<file path="config.mk">
export PLATFORM = sky130hd
export DESIGN_NAME = fft8_seq_engine
export DESIGN_NICKNAME = d
export VERILOG_FILES = /design/src/rtl/fft8_seq_engine.sv
export SDC_FILE = /design/constraint.sdc
export NUM_CORES = 2
export LEC_CHECK = 0
export ABC_AREA = 1
export CAP_MARGIN = 25
export CORE_ASPECT_RATIO = 2
export CORE_MARGIN = 1
export CORE_UTILIZATION = 30
export DETAILED_ROUTE_END_ITERATION = 12
export GPL_TIMING_DRIVEN = 0
export PLACE_DENSITY_LB_ADDON = 0.15
export REMOVE_ABC_BUFFERS = 1
export SKIP_CTS_REPAIR_TIMING = 1
export SYNTH_ARGS = -nofsm -noshare
export SYNTH_HDL_FRONTEND = slang
export SYNTH_SLANG_ARGS = --single-unit
export TNS_END_PERCENT = 1
</file>
<file path="constraint.sdc">
create_clock -name CLK -period 13.2 [get_ports CLK]
set_clock_uncertainty 0.1 [all_clocks]
set_input_delay 2.64 -clock CLK [delete_from_list [all_inputs] [get_ports CLK]]
set_output_delay 2.64 -clock CLK [all_outputs]
set_load 0.03 [all_outputs]
</file>
<file path="src/rtl/fft8_seq_engine.sv">
// Sequential 8-point radix-2 DIT FFT/IFFT: one sample in, one butterfly, or one bin out per cycle.
// Optional macro FFT8_SEQ_SCALE_EN halves every butterfly output, which yields X/8 at the output.
module fft8_seq_engine #(
  parameter int unsigned DW = 16
) (
  input  logic          CLK,
  input  logic          RST,
  input  logic          in_valid,
  output logic          in_ready,
  input  logic [DW-1:0] in_real,
  input  logic [DW-1:0] in_imag,
  input  logic          inverse,
  output logic          out_valid,
  input  logic          out_ready,
  output logic [DW+2:0] out_real,
  output logic [DW+2:0] out_imag,
  output logic          out_last,
  output logic          busy
);

  localparam int unsigned W = DW + 3;

  typedef enum logic [1:0] {S_LOAD, S_CALC, S_UNLOAD} state_t;

  state_t             state_q;
  logic [2:0]         n_q;
  logic [2:0]         bin_q;
  logic [1:0]         stage_q;
  logic [1:0]         pair_q;
  logic               inv_q;
  logic signed [W-1:0] mem_re_q [8];
  logic signed [W-1:0] mem_im_q [8];

  logic [2:0]          top_c, bot_c;
  logic [1:0]          k_c;
  logic signed [W-1:0] br_c, bi_c, ar_c, ai_c;
  logic signed [W:0]   s_c, d1_c, d2_c;
  logic signed [W-1:0] cm_s_c, cm_d1_c, cm_d2_c;
  logic signed [W-1:0] tr_c, ti_c;
  logic signed [W:0]   sum_re_c, sum_im_c, dif_re_c, dif_im_c;
  logic signed [W-1:0] new_top_re_c, new_top_im_c, new_bot_re_c, new_bot_im_c;

  // Multiply by ~0.7071 with shift-and-add, arithmetic shifts truncating toward -inf.
  function automatic logic signed [W-1:0] cmul(input logic signed [W:0] v);
    logic signed [W:0] r;
    r = (v >>> 1) + (v >>> 3) + (v >>> 4) + (v >>> 6) + (v >>> 8);
    return W'(r);
  endfunction

  // Butterfly addressing and twiddle exponent for the current (stage, pair).
  always_comb begin
    top_c = '0;
    k_c   = '0;
    case (stage_q)
      2'd0:    begin top_c = {pair_q, 1'b0};               k_c = 2'd0;              end
      2'd1:    begin top_c = {pair_q[1], 1'b0, pair_q[0]}; k_c = {pair_q[0], 1'b0}; end
      default: begin top_c = {1'b0, pair_q};               k_c = pair_q;            end
    endcase
    bot_c = top_c | (3'd1 << stage_q);
  end

  // Twiddle rotation W^k * x[bot]; the inverse direction uses the conjugate.
  always_comb begin
    ar_c    = mem_re_q[top_c];
    ai_c    = mem_im_q[top_c];
    br_c    = mem_re_q[bot_c];
    bi_c    = mem_im_q[bot_c];
    s_c     = {br_c[W-1], br_c} + {bi_c[W-1], bi_c};
    d1_c    = {br_c[W-1], br_c} - {bi_c[W-1], bi_c};
    d2_c    = {bi_c[W-1], bi_c} - {br_c[W-1], br_c};
    cm_s_c  = cmul(s_c);
    cm_d1_c = cmul(d1_c);
    cm_d2_c = cmul(d2_c);
    tr_c    = br_c;
    ti_c    = bi_c;
    case (k_c)
      2'd1: begin
        tr_c = inv_q ? cm_d1_c : cm_s_c;
        ti_c = inv_q ? cm_s_c  : cm_d2_c;
      end
      2'd2: begin
        tr_c = inv_q ? -bi_c : bi_c;
        ti_c = inv_q ? br_c  : -br_c;
      end
      2'd3: begin
        tr_c = inv_q ? -cm_s_c : cm_d2_c;
        ti_c = inv_q ? cm_d1_c : -cm_s_c;
      end
      default: ;
    endcase
    sum_re_c = {ar_c[W-1], ar_c} + {tr_c[W-1], tr_c};
    sum_im_c = {ai_c[W-1], ai_c} + {ti_c[W-1], ti_c};
    dif_re_c = {ar_c[W-1], ar_c} - {tr_c[W-1], tr_c};
    dif_im_c = {ai_c[W-1], ai_c} - {ti_c[W-1], ti_c};
`ifdef FFT8_SEQ_SCALE_EN
    new_top_re_c = W'(sum_re_c >>> 1);
    new_top_im_c = W'(sum_im_c >>> 1);
    new_bot_re_c = W'(dif_re_c >>> 1);
    new_bot_im_c = W'(dif_im_c >>> 1);
`else
    new_top_re_c = W'(sum_re_c);
    new_top_im_c = W'(sum_im_c);
    new_bot_re_c = W'(dif_re_c);
    new_bot_im_c = W'(dif_im_c);
`endif
  end

  // Control FSM, sample buffer and registered outputs.
  always_ff @(posedge CLK) begin
    if (RST) begin
      state_q   <= S_LOAD;
      n_q       <= '0;
      bin_q     <= '0;
      stage_q   <= '0;
      pair_q    <= '0;
      inv_q     <= 1'b0;
      in_ready  <= 1'b1;
      out_valid <= 1'b0;
      out_last  <= 1'b0;
      busy      <= 1'b0;
      out_real  <= '0;
      out_imag  <= '0;
    end else begin
      case (state_q)
        S_LOAD: begin
          if (in_valid) begin
            mem_re_q[{n_q[0], n_q[1], n_q[2]}] <= W'($signed(in_real));
            mem_im_q[{n_q[0], n_q[1], n_q[2]}] <= W'($signed(in_imag));
            if (n_q == 3'd0) inv_q <= inverse;
            n_q <= n_q + 3'd1;
            if (n_q == 3'd7) begin
              state_q  <= S_CALC;
              in_ready <= 1'b0;
              busy     <= 1'b1;
              stage_q  <= '0;
              pair_q   <= '0;
            end
          end
        end
        S_CALC: begin
          mem_re_q[top_c] <= new_top_re_c;
          mem_im_q[top_c] <= new_top_im_c;
          mem_re_q[bot_c] <= new_bot_re_c;
          mem_im_q[bot_c] <= new_bot_im_c;
          pair_q <= pair_q + 2'd1;
          if (pair_q == 2'd3) stage_q <= stage_q + 2'd1;
          // Final butterfly touches bins 3/7, so bin 0 is already settled here.
          if (stage_q == 2'd2 && pair_q == 2'd3) begin
            state_q   <= S_UNLOAD;
            bin_q     <= '0;
            out_valid <= 1'b1;
            out_last  <= 1'b0;
            out_real  <= mem_re_q[0];
            out_imag  <= mem_im_q[0];
          end
        end
        S_UNLOAD: begin
          if (out_ready) begin
            if (bin_q == 3'd7) begin
              state_q   <= S_LOAD;
              n_q       <= '0;
              out_valid <= 1'b0;
              out_last  <= 1'b0;
              busy      <= 1'b0;
              in_ready  <= 1'b1;
            end else begin
              bin_q    <= bin_q + 3'd1;
              out_real <= mem_re_q[bin_q + 3'd1];
              out_imag <= mem_im_q[bin_q + 3'd1];
              out_last <= (bin_q == 3'd6);
            end
          end
        end
        default: state_q <= S_LOAD;
      endcase
    end
  end

endmodule

</file>
### Word-level counts from Yosys, hierarchy flattened

Memory sizes are Yosys's and may differ from the RTL's.
Cells that the tools add are included.

| word-level totals | value |
|---|---|
| bits of input ports | 37 |
| ROM bits | 0 |
| word-level logic and storage cells | 144 |
| memories | 2 |
| output and inout bits | 42 |
| memory bits (writable) | 304 |
| register bits | 55 |
| latch bits | 0 |

Memories:

| memory | words | width | read ports | clocked after Yosys merged registers in | wr ports | line | source |
|---|---|---|---|---|---|---|---|
| mem_im_q | 8 | 19 | 4 | 0 | 2 | 32 | `logic signed [W-1:0] mem_im_q [8];` |
| mem_re_q | 8 | 19 | 4 | 0 | 2 | 31 | `logic signed [W-1:0] mem_re_q [8];` |

| operators by class | value |
|---|---|
| multipliers | 0 |
| div/mod/pow operators | 0 |
| multiplexer cells | 66 |
| add/subtract/negate cells | 26 |
| shift operators | 1 |
| reductions and logical operators | 18 |
| bitwise logic cells | 1 |
| equal/unequal tests | 18 |
| magnitude comparators | 0 |

Operators with widths:

| kind | number |
|---|---|
| 19-bit 2-to-1 mux | 14 |
| 19-bit case mux with 3 select lines | 2 |
| 19-bit case mux with 2 select lines | 2 |
| 19-bit by 12-bit adder with 19-bit output | 3 |
| 19-bit by 14-bit adder with 19-bit output | 3 |
| 19-bit by 16-bit adder with 19-bit output | 3 |
| 19-bit by 17-bit adder with 19-bit output | 3 |
| 19-bit negation | 3 |
| 19-bit by 19-bit subtractor with 20-bit output | 2 |
| 19-bit adder | 2 |
| 19-bit OR reduction | 2 |
| 19-bit subtractor | 2 |
| 3-bit 2-to-1 mux | 8 |
| 1-bit 2-to-1 mux | 21 |
| 19-bit by 19-bit adder with 20-bit output | 1 |
| 3-bit case mux with 2 select lines | 3 |
| 2-bit 2-to-1 mux | 8 |
| 4-bit AND reduction | 4 |
| 2-bit inequality test, second input constant | 7 |
| 2-bit case mux with 2 select lines | 3 |
| 2-bit equality test, second input constant | 5 |
| 5-bit AND reduction | 2 |
| 3-bit equality test, second input constant | 3 |
| 3-bit AND reduction | 3 |
| other kinds (11) | 21 |

### Logic depth before layout (Yosys ltp)

An unclocked memory read counts as a cell.

| logic depth | value |
|---|---|
| word-level depth | 14 |
| mapped depth | 67 |
| depth with buffers taken out | 64 |

### Worst setup path before layout

No wires, ideal clock.

| timing | value |
|---|---|
| path type | flip-flop to flip-flop |
| start | register stage_q[0] |
| end | memory mem_re_q[0][18] in the netlist's numbering (data pin) |
| period minus slack after synthesis | 9.415 ns |
| path buffers | 3 |
| required time | 12.847 ns |
| stages on the path, launching flop included | 52 |
| slack | 3.785 ns |
| arrival | 9.062 ns |
| library setup time | 0.253 ns |
| cell sequence | dfxtp_1 > inv_1 > ha_1 > nor2_1 > nand2_2 > nand3_4 > buf_8 > buf_6 > nand3_1 > nand2_1 > inv_1 > o21ai_4 > nand2_1 > fa_1 > a221o_1 > a221o_1 > nand2_1 > nand2_1 > (+16 left out) > nand2_1 > xnor2_1 > nand2_1 > o211ai_1 > nand2_1 > a21oi_1 > a22oi_1 > ha_1 > clkbuf_1 > inv_1 > nor4_1 > nand2_1 > o311ai_0 > nand2_1 > nand3_1 > nand2_1 > nand2_1 > nand2_1 |

RTL lines:

| element | line | source |
|---|---|---|
| start: declaration | 28 | `logic [1:0] stage_q;` |
| start signal: assignment | 146 | `if (pair_q == 2'd3) stage_q <= stage_q + 2'd1;` |
| end: declaration | 31 |  |

==> flow_summary_export.csv <==
group,metric,value,unit
outcome,status,"completed",
floorplan,die_width,254,microns
synthesis,synth-async-reset-ratio,0,%
setup_path,timing.critical_path.fanout_max,39,
clocking,clk_latency,590,ps
global_route,grt_first_pass_wirelength,260,mm
pwr,total_power,0.00342,W
synthesis,synth_edf_count,304,
setup_path,ff2ff_path_depth,46,
final_layout,stdcell_count,7092,
clocking,cts.root.buffer_cell,"sky130_fd_sc_hd__clkbuf_16",
sta,worst_pin_slew,1110,ps
floorplan,fp.dieH,507,microns
routing,drt-total-wl,186,mm
routing,route.antenna.remaining_nets,0,
pwr,powerDensity,78.6,nW/um^2
setup_path,critical_path.endpoint_type,"flip-flop",
synthesis,synth_top_cell_area_share,23.9,%
setup_path,timing.critical_path.depth,46,
synthesis,netlist_instances,5477,
synthesis,synthDominantAreaCellType,"sky130_fd_sc_hd__edfxtp_1",
global_route,maximum_number_of_pins_on_one_net_before_global_route_repair,110,
global_route,antenna_found_initial,5,
synthesis,synth_top_flop_cell,"sky130_fd_sc_hd__edfxtp_1",
clocking,clock_tree_from_tritoncts,"built",
synthesis,synthesis.area,38200,sq um
setup_path,cp_slowest_stage_delay,710,ps
routing,drt_pre_antenna_iters,8,
sta,post-route-period-util,97.3,%
final_layout,final_cell_mix,"sky130_fd_sc_hd__nand2_1 (1298), sky130_fd_sc_hd__o21ai_0 (791), sky130_fd_sc_hd__inv_1 (572), sky130_fd_sc_hd__a21oi_1 (450), sky130_fd_sc_hd__nand3_1 (352)",
synthesis,avg_cell_area_syn,6.98,sq um
routing,drt_drc_violations_left,0,
setup_path,worst-r2r-setup-slack,350,ps
setup_path,worst_ep_arrival_time,13050,ps
global_route,global_route.usage.total,28.3,%
placement,preCtsSetupSlack,-1540,ps
setup_path,crit_path_start_kind,"flip-flop",
clocking,clk_pin_slew_worst_paths,70,ps
setup_path,crit_type,"reg2reg",
clocking,cts_max_path_buffers,3,
final_layout,layout-area-overhead-vs-synth,13.8,%
placement,place.detailed.hpwl,139,mm
synthesis,post_synth_num_cell_types,65,
floorplan,io_pins,79,
placement,dp_cells,7006,
routing,routed_wire_length_per_instance,26.2,microns
clocking,numClockSinks,359,
pwr,static-leakage-power,18.7,nW
final_layout,finish.net_count,5775,
clocking,tritoncts.num_buffers,35,
global_route,grt_pass1_vias,39367,
sta,final_hold_viol_count,0,
placement,global_placer_s_final_weighted_congestion,0.998,
setup_path,cp.required,13400,ps
sta,post-route-worst-setup-slack,350,ps
setup_path,timing.critical_path.buf_inv,9,
flow_run,max_cap_viol_count,0,
final_layout,layout-drive-gt1-share,6.92,%
sta,layout_min_cycle_time,12850,ps
sta,fmax,0.0778,GHz
synthesis,ys_ff_latch,359,
synthesis,netlist_top_cells_area,"sky130_fd_sc_hd__edfxtp_1 (24%), sky130_fd_sc_hd__nand2_1 (13%), sky130_fd_sc_hd__o21ai_0 (11%)",
routing,viasPerCell,5.57,
routing,route.vias.total,39474,
sta,final-setup-viol-count,0,
floorplan,design.die.area,129000,sq um
clocking,cts_htree_levels,2,
setup_path,critical-path-top-delay-family,"compound AO/OA/AOI/OAI gates",
setup_path,critical_path.slowest_cell,"sky130_fd_sc_hd__fa_1",
final_layout,layout.cells.most_common,"sky130_fd_sc_hd__nand2_1",
sta,report.final.slew_viol_count,0,
placement,port_buffer_count,78,
synthesis,synth-warning-count,0,
sta,worst_hold_slack,372,ps
hold_path,min_path_cells,2,
final_layout,post-route-util,34.6,%
floorplan,core_area,126000,sq um
sta,max_slew_margin,25.3,%
hold_path,hold_path.class,"reg2reg",
floorplan,starting_density_of_the_core,30.4,%
floorplan,core.rowCount,184,
global_route,total_congestion_overflow_after_global_routing,0,
pwr,vdd.ir_drop.worst,93.0,uV
routing,detail_route.iter0.violations,2799,
synthesis,ys_seq_area_share,26.8,%
## layer usage
layer / share of wire [%] / vias to the layer above / global-route usage [%] / wire length, microns
met3: 5.1 / 630 / 2.82 / 9570
met2: 52 / 1669 / 52.5 / 97100
met5: 0.0086 / - / 0 / 16
met4: 10 / 2 / 24.9 / 18700
li1: - / 18338 / - / -
met1: 33 / 18835 / 27.4 / 60600
## sequential cells by signal, indices dropped and copies added, names as in the netlist, 3 cells and up
name and count:
mem_im_q 152, mem_re_q 152, out_imag 19, out_real 19, bin_q 3, n_q 3
## layout make-up
cell class                      count  area, sq um
Clock inverter                     14          100
Multi-Input combinational cell   4196        24900
Clock buffer                       49         1020
Inverter                          604         2300
Timing Repair Buffer              195         2880
Fill cell                       13433        82400
Tap cell                         1674         2090
Antenna cell                        1         2.50
Sequential cell                   359        10200
## final timing paths
check	endpoint	startpoint
worst max-delay path	mem_im_q[6][16]$_DFFE_PP_	stage_q[0]$_SDFFE_PP0P_
worst min register to register	out_last$_SDFFE_PP0P_	out_last$_SDFFE_PP0P_
worst max register to register	mem_im_q[6][16]$_DFFE_PP_	stage_q[0]$_SDFFE_PP0P_
worst min-delay path	out_last$_SDFFE_PP0P_	out_last$_SDFFE_PP0P_
## per-stage QoR
| stage | cell area (sq um) | setup TNS [ps] |
|---|---|---|
| 2_1_floorplan | 36800 | 0 |
| 3_3_place_gp | 39600 | -4816860 |
| 3_5_place_dp | 41900 | -105640 |
| 4_1_cts | 43000 | -109120 |
| 5_1_grt | 43500 | -337 |
| 6_report | 43500 | 0 |
## cells by family (layout without fill, tap and decap cells)
group           Yosys count  count (layout)  synth area share, %
fa+ha+maj               347             347                 13.6
mux                      10              10                0.262
simple gates           2055            2057                 22.4
buf+inv                 924             862                 9.76
other cells               0               1                    0
flops                   359             359                 26.8
compound gates         1630            1630                 23.6
xor+xnor                152             152                 3.55
## power breakdown
group / internal, W / switching (W)
Combinational: 0.000343 / 0.000763
Clock: 0.000564 / 0.000495
Sequential: 0.00124 / 0.0000129
## worst register-to-register path, delay by kind of cell (launching register included)
kind | cells | cell delay (ps)
buf+inv | 9 | 1650
compound gates | 17 | 4210
simple gates | 11 | 2210
flops | 1 | 360
xor+xnor | 2 | 630
fa+ha+maj | 7 | 3430
## Yosys cell counts, drive strengths merged (3+ instances only)
master / count
nand3: 367
o211ai: 70
o2111ai: 6
nor3b: 3
a22oi: 51
edfxtp: 304
a221oi: 7
ha: 231
xnor2: 17
a221o: 8
a31oi: 51
clkbuf: 218
nor4: 11
a21oi: 464
fa: 116
or2: 12
o22ai: 4
o21a: 12
xor2: 135
and2: 4
a32o: 5
buf: 102
mux2i: 10
o21bai: 17
inv: 596
dfxtp: 55
nand3b: 4
o31ai: 20
nand4: 19
nand2: 1335
a21o: 14
nor2: 268
a21boi: 5
clkinv: 8
o311ai: 5
nor3: 30
o21ai: 856
o221ai: 9
a211oi: 16
a31o: 3
Power figures use the tool's default switching activity.
